## src/rtl/fifo_pkg.sv

```systemverilog
// Constants shared by the FIFO and its read-side streamer so both agree on
// data width and pointer sizing.
package fifo_pkg;
    localparam int WIDTH      = 8;
    localparam int FIFO_SIZE  = 16;
    localparam int PTR_WIDTH  = $clog2(FIFO_SIZE);
    localparam int SKID_DEPTH = 2;
endpackage

```

## src/rtl/skid_buf2.sv

```systemverilog
// Two-entry in-order buffer: push at tail, pop at head, no bypass from push
// to head, so a push into an empty buffer becomes visible one cycle later.
module skid_buf2
    import fifo_pkg::*;
#(
    parameter int WIDTH = fifo_pkg::WIDTH
) (
    input  logic             clk,
    input  logic             rst_n,
    input  logic             push,
    input  logic [WIDTH-1:0] din,
    input  logic             pop,
    output logic [1:0]       count,
    output logic [WIDTH-1:0] head
);
    logic [WIDTH-1:0] head_q, head_d;
    logic [WIDTH-1:0] tail_q, tail_d;
    logic [1:0]       count_q, count_d;

    always_comb begin
        head_d  = head_q;
        tail_d  = tail_q;
        count_d = count_q;
        case ({push, pop})
            2'b10: begin
                if (count_q == 2'd0) head_d = din;
                else                 tail_d = din;
                count_d = count_q + 2'd1;
            end
            2'b01: begin
                head_d  = tail_q;
                count_d = count_q - 2'd1;
            end
            2'b11: begin
                // Occupancy unchanged; the surviving entry moves to head.
                if (count_q == 2'd1) begin
                    head_d = din;
                end else begin
                    head_d = tail_q;
                    tail_d = din;
                end
            end
            default: ;
        endcase
    end

    always_ff @(posedge clk or negedge rst_n) begin
        if (!rst_n) begin
            head_q  <= '0;
            tail_q  <= '0;
            count_q <= 2'd0;
        end else begin
            head_q  <= head_d;
            tail_q  <= tail_d;
            count_q <= count_d;
        end
    end

    assign count = count_q;
    assign head  = head_q;

    a_no_overflow: assert property (@(posedge clk) disable iff (!rst_n)
        !(push && !pop && count_q == 2'd2));
endmodule

```

## src/rtl/fifo_rd_streamer.sv

```systemverilog
// FIFO read-side drain engine: issues reads only when the skid buffer can
// absorb them, streams the data out and frames it into PKT_LEN-beat packets.
module fifo_rd_streamer
    import fifo_pkg::*;
#(
    parameter int WIDTH      = fifo_pkg::WIDTH,
    parameter int PKT_LEN    = 4,
    parameter int CNT_WIDTH  = (PKT_LEN > 1) ? $clog2(PKT_LEN) : 1,
    parameter int PCNT_WIDTH = 16
) (
    input  logic                  rd_clk,
    input  logic                  res_n,
    input  logic                  en,
    input  logic                  fifo_empty,
    input  logic                  fifo_underflow,
    output logic                  fifo_rd_en,
    input  logic [WIDTH-1:0]      fifo_rdata,
    output logic                  out_valid,
    input  logic                  out_ready,
    output logic [WIDTH-1:0]      out_data,
    output logic                  out_last,
    output logic [PCNT_WIDTH-1:0] pkt_count,
    output logic                  err_underflow
);
    logic                  inflight_q, inflight_d;
    logic [CNT_WIDTH-1:0]  beat_cnt_q, beat_cnt_d;
    logic [PCNT_WIDTH-1:0] pkt_cnt_q, pkt_cnt_d;
    logic                  err_q, err_d;
    logic [1:0]            count;
    logic [2:0]            occ;
    logic                  pop;

    skid_buf2 #(.WIDTH(WIDTH)) u_skid (
        .clk   (rd_clk),
        .rst_n (res_n),
        .push  (inflight_q),
        .din   (fifo_rdata),
        .pop   (pop),
        .count (count),
        .head  (out_data)
    );

    always_comb begin
        out_valid = (count != 2'd0);
        pop       = out_valid && out_ready;
        occ       = {1'b0, count} + {2'b00, inflight_q};
        // A same-cycle pop frees a slot, which keeps one read per cycle going.
        fifo_rd_en = res_n && en && !fifo_empty &&
                     (occ < 3'(SKID_DEPTH) + {2'b00, pop});
        out_last   = out_valid && (beat_cnt_q == CNT_WIDTH'(PKT_LEN - 1));
        inflight_d = fifo_rd_en;
        beat_cnt_d = beat_cnt_q;
        pkt_cnt_d  = pkt_cnt_q;
        if (pop) begin
            if (out_last) begin
                beat_cnt_d = '0;
                pkt_cnt_d  = pkt_cnt_q + 1'b1;
            end else begin
                beat_cnt_d = beat_cnt_q + 1'b1;
            end
        end
        err_d = err_q || fifo_underflow || (fifo_rd_en && fifo_empty);
    end

    always_ff @(posedge rd_clk or negedge res_n) begin
        if (!res_n) begin
            inflight_q <= 1'b0;
            beat_cnt_q <= '0;
            pkt_cnt_q  <= '0;
            err_q      <= 1'b0;
        end else begin
            inflight_q <= inflight_d;
            beat_cnt_q <= beat_cnt_d;
            pkt_cnt_q  <= pkt_cnt_d;
            err_q      <= err_d;
        end
    end

    assign pkt_count     = pkt_cnt_q;
    assign err_underflow = err_q;
endmodule

```

## config.mk

```make
export PLATFORM = sky130hd
export DESIGN_NAME = fifo_rd_streamer
export DESIGN_NICKNAME = d
export VERILOG_FILES = /design/src/rtl/fifo_pkg.sv /design/src/rtl/skid_buf2.sv /design/src/rtl/fifo_rd_streamer.sv
export SDC_FILE = /design/constraint.sdc
export NUM_CORES = 1
export LEC_CHECK = 0
export ABC_CLOCK_PERIOD_IN_PS = 5700
export BUFFER_PORTS_ARGS = -buffer_cell sky130_fd_sc_hd__buf_2
export CORE_ASPECT_RATIO = 0.6
export CORE_MARGIN = 2
export CORE_UTILIZATION = 25
export CTS_BUF_LIST = sky130_fd_sc_hd__clkbuf_8
export DETAILED_ROUTE_END_ITERATION = 16
export PLACE_DENSITY = 0.4
export SLEW_MARGIN = 25
export SYNTH_ARGS = -nofsm -noshare
export SYNTH_HDL_FRONTEND = slang
export SYNTH_SLANG_ARGS = --single-unit
```

## constraint.sdc

```tcl
create_clock -name rd_clk -period 5.7 [get_ports rd_clk]
set_input_delay 0 -clock rd_clk [delete_from_list [all_inputs] [get_ports rd_clk]]
set_output_delay 0 -clock rd_clk [all_outputs]
set_load 0.005 [all_outputs]
```

==> results of run 1 <==
-- final cells by class --
cell class,count,area (um2)
clock inverters,2,8.758
repair buffers,54,332.8
clock buffers,6,82.58
flip-flops and latches,38,950.9
multi-input cells,100,744.5
inverters,8,30.03
fillers,686,4447
well taps,87,108.9
-- layer usage --
layer,GRT usage (%),vias to the layer above,part of all wire [%]
met5,0,-,0
met4,5.093,0,2.5
met3,3.409,11,6.2
met2,15.08,40,39
met1,14.77,597,52
li1,-,623,-
-- synthesized netlist by cell type --
master    number  area (um2)
a21o_1         2       15.01
a21oi_2        1       8.760
a22oi_1        8       60.06
and4_1         1       8.760
buf_2          1       5.000
buf_6          1       11.26
clkbuf_1       1       3.750
dfrtp_1       38       950.9
ha_1           9       112.6
inv_1          8       30.03
mux2_2         9       101.4
nand2_1       21       78.83
nand2b_1       1       6.260
nand3_1        3       15.01
nand4_1        4       25.02
nand4_2        1       12.51
nand4b_1       1       8.760
nor2_1         3       11.26
nor2b_1        1       6.260
nor3_1         1       5.000
nor4_2         1       12.51
nor4_4         1       21.27
nor4b_1        1       8.760
o211a_1        1       10.01
o21ai_0       11       55.05
or2_2          2       12.51
xnor2_1       14       122.6
xor2_1         3       26.28
-- metrics by stage --
step / area, um2 / hold WS [ns] / power [W]
finish: 2258 / 0.03805 / 0.0008849
global route: 2258 / 0.05492 / 0.0009619
CTS: 2258 / 0.03926 / 0.0008969
detailed placement: 2047 / 0.09334 / 0.0006952
global placement: 2047 / 0.08455 / 0.0006953
floorplan: 1745 / -0.2956 / 0.0005946
-- cells by family after synthesis --
kind of cell,after synthesis,synth area share [%]
AND/OR/NAND/NOR,42,13.33
flip-flops,38,54.48
AO/OA/AOI/OAI,23,8.530
XOR/XNOR,17,8.531
buffers and inverters,11,2.867
multiplexers,9,5.807
adder cells (fa/ha/maj),9,6.452
-- worst max-delay path: cells and delay by family, from the launching register on --
kind | cells | cell delay, ns
adder cells (fa/ha/maj) | 2 | 0.51
AO/OA/AOI/OAI | 3 | 1.22
flip-flops | 1 | 0.43
buffers and inverters | 2 | 0.24
AND/OR/NAND/NOR | 1 | 0.35
-- power by group through the flow --
stage / Combinational, W / Sequential (W) / Clock [W]
after floorplan: 0.000187 / 0.000407 / 0
after global placement: 0.000283 / 0.000412 / 0
after detailed placement: 0.000280 / 0.000415 / 0
after CTS: 0.000288 / 0.000410 / 0.000199
after global routing: 0.000327 / 0.000421 / 0.000214
final: 0.000284 / 0.000409 / 0.000192
-- worst paths after layout --
check	from	endpoint	depth (start not counted)
setup / recovery	u_skid.count[0]$_DFFE_PN0P_	u_skid.head[0]$_DFFE_PN0P_	8
hold / removal	out_ready	pkt_count[0]$_DFFE_PN0P_	3
setup reg to reg	u_skid.count[0]$_DFFE_PN0P_	u_skid.head[0]$_DFFE_PN0P_	8
hold reg to reg	u_skid.head[2]$_DFFE_PN0P_	u_skid.head[2]$_DFFE_PN0P_	2
max in group asynchronous	res_n	inflight_q$_DFF_PN0_	3
min in group asynchronous	res_n	u_skid.head[3]$_DFFE_PN0P_	3
-- flip-flops by register name, summed over array words and instances (netlist names) --
name	count
pkt_count	16
u_skid.head	8
u_skid.tail_q	8
beat_cnt_q	2
u_skid.count	2
err_underflow	1
inflight_q	1
==> impl_results.md, run 1 <==
* Worst EP required at 5.92 ns
* Max-slew headroom at 37.57%
* CTS tree: yes
* Resized Gates After CTS at 0
* Hold Violations, Final at 0
* ANT cells at 0
* Worst path slowest cell: o21ai_0
* Post-CTS Hold Buffers at 12
* Netlist cell types at 28
* Place WS at 2.890 ns
* Die Y at 68.73 um
* Nature of the critical path endpoint: flip-flop
* Total GRT Usage at 10.65%
* Rows at 23
* CP max FO at 8
* Seq pwr share at 46.2%
* Syn avg cell area at 11.71 um2
* Max-Cap Viols at 0
* Boundary Pins at 42
* Register bit total from synthesis at 38
* Worst-Skew Late Latency at 0.29 ns
* Max incr delay on CP at 0.75 ns
* Final Max Slew Viols at 0
* Fin worst setup slack at 2.880 ns
* Final std cells w/o fill at 295
* Die Wd at 111.9 um
* Worst vdd ir at 0.0001109 V
* Internal power at 0.0005900 W
* Setup bufs post-CTS at 0
* Sw frac at 33.33%
* Critical path arrival at 3.04 ns
* Pleak at 1.095 nW
* CTS H-tree lvls at 2
* DR vias/cell at 4.308
* P per Cell Area at 391.8 nW/um2
* Worst Hold Class: in -> reg
* Syn Nets at 172
* Final period util at 49.48%
* Share of cells above drive strength 1 at 30.77%
* Seq/Total Area, Yosys at 54.48%
* Cells after DPL at 275
* Clock Pin Slew Worst Setup and Hold Paths at 0.08 ns
* TritonCTS Buffers at 5
* Number of routed nets with antenna violations at 0
* Startpoint Class: flip-flop
* Clock share of power at 21.7%
* Core footprint at 6705 um2
* Initial Util at 26.03%
* Yosys Warn Count at 0
* Net count, final at 230
* Switching power at 0.0002949 W
* Setup TNS at 0 ns
* WL per Instance at 12.79 um
* Clock root buffer: clkbuf_8
* Critical path cell sequence: inv_1 -> ha_1 -> nand2b_1 -> inv_1 -> ha_1 -> o21ai_0 -> a22oi_1 -> o21ai_0
* Setup violations, final at 0
* Routability cong. at 0.7254
* Max Fclk at 0.3545 GHz
* RSZ-0062 raised after global routing: false
* Most common cell after layout, fill and taps aside: buf_2
* Clock Tree Buf Depth at 2
* I/O Buffers at 41
* Combinational power share at 32.1%
* R2R setup slack at 2.88 ns
* HPWL after detailed placement at 2.720 mm
* Global-route wire length before repair at 6.203 mm
* Syn Inst Count at 149
* Max Clock Skew at 0.01062 ns
* P&R area growth vs syn at 29.39%
* Total grt overflow at 0
* Post-Syn Area at 1745 um2
* Total number of vias at 1271
* Final Critical Period at 2.820 ns
* Status: finished clean
* Finished Core Util at 33.68%
* DRC errors left at 0
* Die area at 7688 um2
* Measured slew at the worst slew-check pin at 0.9267 ns
* Largest net degree at the start of global routing at 40
* Wirelength, routed at 3.773 mm
* Initial DRT Pass Iterations at 4
* Most frequent cells in the layout: buf_2, dfrtp_1, nand2_1
* Crit Path Category: reg -> reg
* Number of global-route vias before repair at 1266
* Clk sink count at 38
* Initial DRC Count at 73
* Initial antenna violation count at 0
Power figures use the tool's default switching activity.
==> run 2, diff against run 1 <==
--- a/config.mk
+++ b/config.mk
@@ -5,7 +5,8 @@
 export SDC_FILE = /design/constraint.sdc
 export NUM_CORES = 1
 export LEC_CHECK = 0
-export ABC_CLOCK_PERIOD_IN_PS = 5700
+export ABC_AREA = 1
+export ABC_CLOCK_PERIOD_IN_PS = 2700
 export BUFFER_PORTS_ARGS = -buffer_cell sky130_fd_sc_hd__buf_2
 export CORE_ASPECT_RATIO = 0.6
 export CORE_MARGIN = 2
==> constraint.sdc (replaced) <==
create_clock -name rd_clk -period 2.7 [get_ports rd_clk]
set_input_delay 0 -clock rd_clk [delete_from_list [all_inputs] [get_ports rd_clk]]
set_output_delay 0 -clock rd_clk [all_outputs]
set_load 0.005 [all_outputs]
==> run 2 against run 1 <==
  * Global-route usage is 1.5 points higher
  * Sequential share of layout area is 3.2 points lower
  * Largest cell class unchanged
  * Critical endpoint is now u_skid.head[1]$_DFFE_PN0P_
  * Clock power is 110% higher
  * Total power is 120% higher
  * Combinational power is 140% higher
  * Sequential cell count stayed put
  * Count of clock-buffer cells in the layout stayed put
==> impl_results.md, run 2 <==
* Status: finished clean
* Most frequent cells in the layout: nand2_1, buf_2, dfrtp_1
* Max incr delay on CP at 0.42 ns
* Syn Nets at 252
* Number of routed nets with antenna violations at 0
* RSZ-0062 raised after global routing: false
* Largest net degree at the start of global routing at 23
* CTS H-tree lvls at 2
* Dominant cells by area after synthesis: dfrtp_1, nand2_1, inv_1
* CTS tree: yes
* Seq/Total Area, Yosys at 49.41%
* Final Max Slew Viols at 0
* Yosys Warn Count at 0
* Synth top cells by count: nand2_1, dfrtp_1, inv_1
* Finished Core Util at 33.20%
* Max-slew headroom at 56.56%
* Routability cong. at 0.7403
* Final Cell Area at 2442 um2
* Measured slew at the worst slew-check pin at 0.6496 ns
* Wirelength, routed at 4.768 mm
* Max reg flops at 16
* TritonCTS Buffers at 5
* Final Critical Period at 2.297 ns
* Crit Path Category: reg -> reg
* Hold Violations, Final at 0
* Initial Util at 26.16%
* R2R setup slack at 0.40 ns
* P&R area growth vs syn at 26.92%
* Final period util at 85.09%
* Netlist cell types at 23
* Die Y at 71.96 um
* Worst Hold Class: in -> reg
* Die Wd at 117.3 um
* Clock Tree Buf Depth at 2
* CP bufs+invs at 4
* Setup TNS at 0 ns
* Total grt overflow at 0
* Most common cell after layout, fill and taps aside: nand2_1
* Total GRT Usage at 12.18%
* Initial antenna violation count at 0
* Setup violations, final at 0
* Core footprint at 7357 um2
* Crit path top cell by count: nand2_1
* Startpoint Class: flip-flop
* Worst path slowest cell: dfrtp_1
* WL per Instance at 12.23 um
* Nature of the critical path endpoint: flip-flop
* Share of cells above drive strength 1 at 20.28%
* Syn avg cell area at 8.403 um2
* Pleak at 1.279 nW
* DR vias/cell at 4.087
* Global-route wire length before repair at 7.659 mm
* Initial DRC Count at 54
* Initial DRT Pass Iterations at 4
* Worst-Skew Late Latency at 0.29 ns
* Worst EP required at 2.89 ns
* Max-Cap Viols at 0
* Number of global-route vias before repair at 1468
* Asr flop ratio synth at 100.0%
* Total number of vias at 1594
* Yosys top cell by area: dfrtp_1
* Setup bufs post-CTS at 0
* Clock root buffer: clkbuf_8
* ANT cells at 0
* Net count, final at 310
* Clk sink count at 38
* Boundary Pins at 42
* Register bit total from synthesis at 38
* P per Cell Area at 792.9 nW/um2
* I/O Buffers at 41
* Clock Pin Slew Worst Setup and Hold Paths at 0.08 ns
* Worst path top cell family by delay: simple AND/OR/NAND/NOR gates
* Cell with the most instances after synthesis: nand2_1
* CP max FO at 8
* Die area at 8438 um2
* Post-Syn Area at 1924 um2
* HPWL after detailed placement at 3.533 mm
* Max Fclk at 0.4353 GHz
* Top FF cell, synth: dfrtp_1
* Critical path arrival at 2.49 ns
* EDFF count, synth at 0
* Syn Inst Count at 229
* Critical path cell sequence: inv_1 -> ha_1 -> inv_2 -> nand2_1 -> inv_1 -> ha_1 -> nand2_1 -> inv_1 -> nor2_1 -> o22ai_1 -> nand2_1 -> nand2_1
* Top-area cell type share of the netlist area at 49.41%
* DRC errors left at 0
* Overall Power at 0.001937 W
* Rows at 24
* Placed cell area at 2270 um2
* Worst vdd ir at 0.0003209 V
* Max Clock Skew at 0.006011 ns
[run 2: changes by cell type after synthesis, sizes merged, moves of 5 or more]
cell,before,now
o22ai,0,8
mux2,9,0
xnor2,14,9
a22oi,8,0
inv,8,37
nor2,3,19
nand2,21,72
nand3,3,10
[run 2: through the flow]
| step | cells | hold slack, ns | worst slack [ns] |
|---|---|---|---|
| floorplan | 229 | -0.2956 | 0.7673 |
| global placement | 375 | -0.01499 | 0.4579 |
| detailed placement | 375 | -0.01169 | 0.3433 |
| CTS | 390 | 0.0005247 | 0.3442 |
| global route | 390 | 0.01903 | 0.1573 |
| finish | 390 | 0.003176 | 0.4026 |
[run 2: path summary, 6_finish.rpt]
check	depth (start not counted)	start	end
setup / recovery	12	u_skid.count[0]$_DFFE_PN0P_	u_skid.head[1]$_DFFE_PN0P_
setup reg to reg	12	u_skid.count[0]$_DFFE_PN0P_	u_skid.head[1]$_DFFE_PN0P_
max in group asynchronous	3	res_n	u_skid.head[5]$_DFFE_PN0P_
hold / removal	3	fifo_rdata[5]	u_skid.tail_q[5]$_DFFE_PN0P_
min in group asynchronous	2	res_n	pkt_count[15]$_DFFE_PN0P_
hold reg to reg	1	err_underflow$_DFF_PN0_	err_underflow$_DFF_PN0_
[run 2: power breakdown]
| part | internal [W] | switching (W) |
|---|---|---|
| logic | 0.000295 | 0.000383 |
| clock network | 0.000197 | 0.000201 |
| registers | 0.000739 | 0.000122 |
| total | 0.00123 | 0.000706 |
[run 2: worst min-delay path: stages]
cell	delay (ns)
buf_2	0.10
inv_1	0.06
o21ai_0	0.08
[run 2: logic make-up after synthesis]
| logic type | after synthesis | synth area share, % |
|---|---|---|
| AND/OR/NAND/NOR | 110 | 25.03 |
| buffers and inverters | 38 | 7.477 |
| flip-flops | 38 | 49.41 |
| AO/OA/AOI/OAI | 22 | 6.762 |
| XOR/XNOR | 12 | 5.462 |
| adder cells (fa/ha/maj) | 9 | 5.852 |
[run 2: area by class of cell]
cell class / instances / area (um2)
multi-input combinational: 153 / 829.5
timing repair buffer: 52 / 310.3
inverter: 37 / 138.9
tap: 104 / 130.1
sequential: 38 / 950.9
clock buffer: 6 / 82.58
fill: 804 / 4915
[run 2: timing repair]
action                                 4_1_cts  5_1_grt
endpoints found under the hold margin       23        0
setup endpoints to repair                    0        0
gates resized for setup                      0        0
hold buffers                                 9        0
[run 2: layer usage]
metal	vias up	GRT usage, %	share of wire (%)	wire (um)
met5	-	0	0	0
met4	0	3.791	0.94	45
met3	5	4.177	5.7	272
met2	33	13.54	34	1625
met1	723	20.55	59	2824
li1	833	-	-	-
==> run 3, diff against run 2 <==
--- a/config.mk
+++ b/config.mk
@@ -8,7 +8,7 @@
 export ABC_AREA = 1
 export ABC_CLOCK_PERIOD_IN_PS = 2700
 export BUFFER_PORTS_ARGS = -buffer_cell sky130_fd_sc_hd__buf_2
-export CORE_ASPECT_RATIO = 0.6
+export CORE_ASPECT_RATIO = 0.8
 export CORE_MARGIN = 2
 export CORE_UTILIZATION = 25
 export CTS_BUF_LIST = sky130_fd_sc_hd__clkbuf_8
==> run 3 against run 2 <==
  * Worst setup slack better by 0.12 ns
  * Combinational power up 0.9%
  * Register-to-register slack better by 0.12 ns
  * Sequential cell count unchanged
  * First-iteration DRC count down 3.7%
  * Worst hold slack better by 0.017 ns
  * Routed wire length down 7.0%
  * Non-clock buffer count up 2
  * Global-route usage down 0.50 points
  * Clock power up 51%
  * Clock skew up 0.0041 ns
  * Core utilization up 0.75 points
  * Critical path type unchanged
  * Highest routed layer unchanged
==> impl_results.md, run 3 (same netlist as run 2, synthesis figures left out) <==
* Max Fclk at 0.4602 GHz
* Final period util at 80.47%
* Largest net degree at the start of global routing at 39
* Max incr delay on CP at 0.53 ns
* Die area at 8419 um2
* Number of global-route vias before repair at 1536
* Wirelength, routed at 4.436 mm
* Clock Pin Slew Worst Setup and Hold Paths at 0.08 ns
* Final Cell Area at 2521 um2
* Hold path start: fifo_rdata[7]
* DR vias/cell at 4.056
* Max-Cap Viols at 0
* Setup bufs post-CTS at 0
* Crit Path Category: reg -> reg
* Final Critical Period at 2.173 ns
* Setup TNS at 0 ns
* Switching power at 0.0007012 W
* Die Y at 82.47 um
* DRC errors left at 0
* Total grt overflow at 0
* Rows at 28
* Pleak at 1.317 nW
* Combinational power share at 32.0%
* CTS H-tree lvls at 2
* Startpoint Class: flip-flop
* Critical path arrival at 2.31 ns
* Clock share of power at 28.1%
* Setup violations, final at 0
* Worst vdd ir at 0.0003140 V
* Clock Tree Buf Depth at 2
* CTS tree: yes
* Global-route wire length before repair at 7.500 mm
* Final Max Slew Viols at 0
* Total GRT Usage at 11.68%
* RR Startpoint: u_skid.count[0]$_DFFE_PN0P_
* Initial DRC Count at 52
* Sw frac at 32.83%
* Max Clock Skew at 0.01014 ns
* Register area at 950.9 um2
* Max-slew headroom at 59.70%
* Finished Core Util at 33.95%
* CP max FO at 16
* Share of cells above drive strength 1 at 21.03%
* Clock root buffer: clkbuf_8
* Most common cell after layout, fill and taps aside: nand2_1
* Clk sink count at 38
* Critical path cell sequence: inv_1 -> ha_1 -> inv_2 -> nand2_1 -> inv_1 -> ha_1 -> o211ai_2 -> o21ai_0
* Initial Util at 25.91%
* Number of routed nets with antenna violations at 0
* Total number of vias at 1602
* Worst path slowest cell: o211ai_2
* Worst EP required at 2.84 ns
* Boundary Pins at 42
* Internal power at 0.001434 W
* Final std cells w/o fill at 395
* Hold_ws at 0.02012 ns
* Status: finished clean
* WL per Instance at 11.23 um
* P&R area growth vs syn at 31.01%
* Measured slew at the worst slew-check pin at 0.6028 ns
* Max reg flops at 16
* Die Wd at 102.1 um
* Critical path launch point: u_skid.count[0]$_DFFE_PN0P_
* Area occupied by multi-input gates at 829.5 um2
* Most frequent cells in the layout: nand2_1, buf_2, dfrtp_1
* Initial antenna violation count at 0
* Resized Gates After CTS at 0
* Placed cell area at 2278 um2
* Fillers at 838
* P per Cell Area at 847.0 nW/um2
* Cells after DPL at 377
* Seq pwr share at 39.9%
* ANT cells at 0
* Nature of the critical path endpoint: flip-flop
* RSZ-0062 raised after global routing: false
* HPWL after detailed placement at 3.193 mm
* Worst Hold Class: in -> reg
* Initial DRT Pass Iterations at 4
* Hold Violations, Final at 0
* Net count, final at 312
* Core footprint at 7427 um2
* Routability cong. at 0.7926
* I/O Buffers at 41
* Worst-Skew Late Latency at 0.29 ns
* TritonCTS Buffers at 5
[run 3: power groups by stage]
stage                     logic, W  clock network (W)  registers [W]
final                     0.000684           0.000599       0.000852
after global routing      0.000803           0.000652       0.000878
after CTS                 0.000705           0.000623       0.000853
after detailed placement  0.000687                  0       0.000864
after global placement    0.000685                  0       0.000866
after floorplan           0.000435                  0       0.000854
[run 3: per-stage QoR]
stage,setup slack [ns],power [W]
2_1_floorplan,0.7673,0.001288
3_3_place_gp,0.6574,0.001551
3_5_place_dp,0.5210,0.001551
4_1_cts,0.5020,0.002181
5_1_grt,0.2954,0.002333
6_report,0.5272,0.002135
[run 3: worst paths after layout]
path / end / slack, ns / cells after the start
worst max-delay path: u_skid.tail_q[7]$_DFFE_PN0P_ / 0.53 / 8
worst min-delay path: u_skid.tail_q[7]$_DFFE_PN0P_ / 0.02 / 3
worst max register to register: u_skid.tail_q[7]$_DFFE_PN0P_ / 0.53 / 8
worst min register to register: err_underflow$_DFF_PN0_ / 0.46 / 1
max in group asynchronous: u_skid.tail_q[7]$_DFFE_PN0P_ / 2.01 / 3
min in group asynchronous: u_skid.count[1]$_DFFE_PN0P_ / 0.33 / 3
[run 3: layout make-up]
class | instances | share of cell area [%]
clock buffer | 6 | 3.275
sequential | 38 | 37.72
timing repair buffer | 54 | 13.00
inverter | 37 | 5.509
clock inverter | 2 | 2.382
tap | 105 | 5.211
multi-input combinational | 153 | 32.90
[run 3: critical path: cells and delay by family (launching register included)]
family / cells / cell delay [ns]
buf+inv: 3 / 0.29
fa+ha+maj: 2 / 0.46
simple gates: 1 / 0.16
flops: 1 / 0.43
compound gates: 2 / 0.69
[run 3: routing by layer]
metal  track usage (%)  vias up  share of wire (%)
li1                  -      839                  -
met1             17.48      729                 55
met2             16.25       30                 39
met3             2.862        4                4.0
met4             4.000        0                1.3
met5                 0        -                  0
[run 3: timing repair]
action                                  CTS  global route
hold endpoints to repair                 46             0
endpoints found under the setup margin    0             0
hold buffers                             10             0
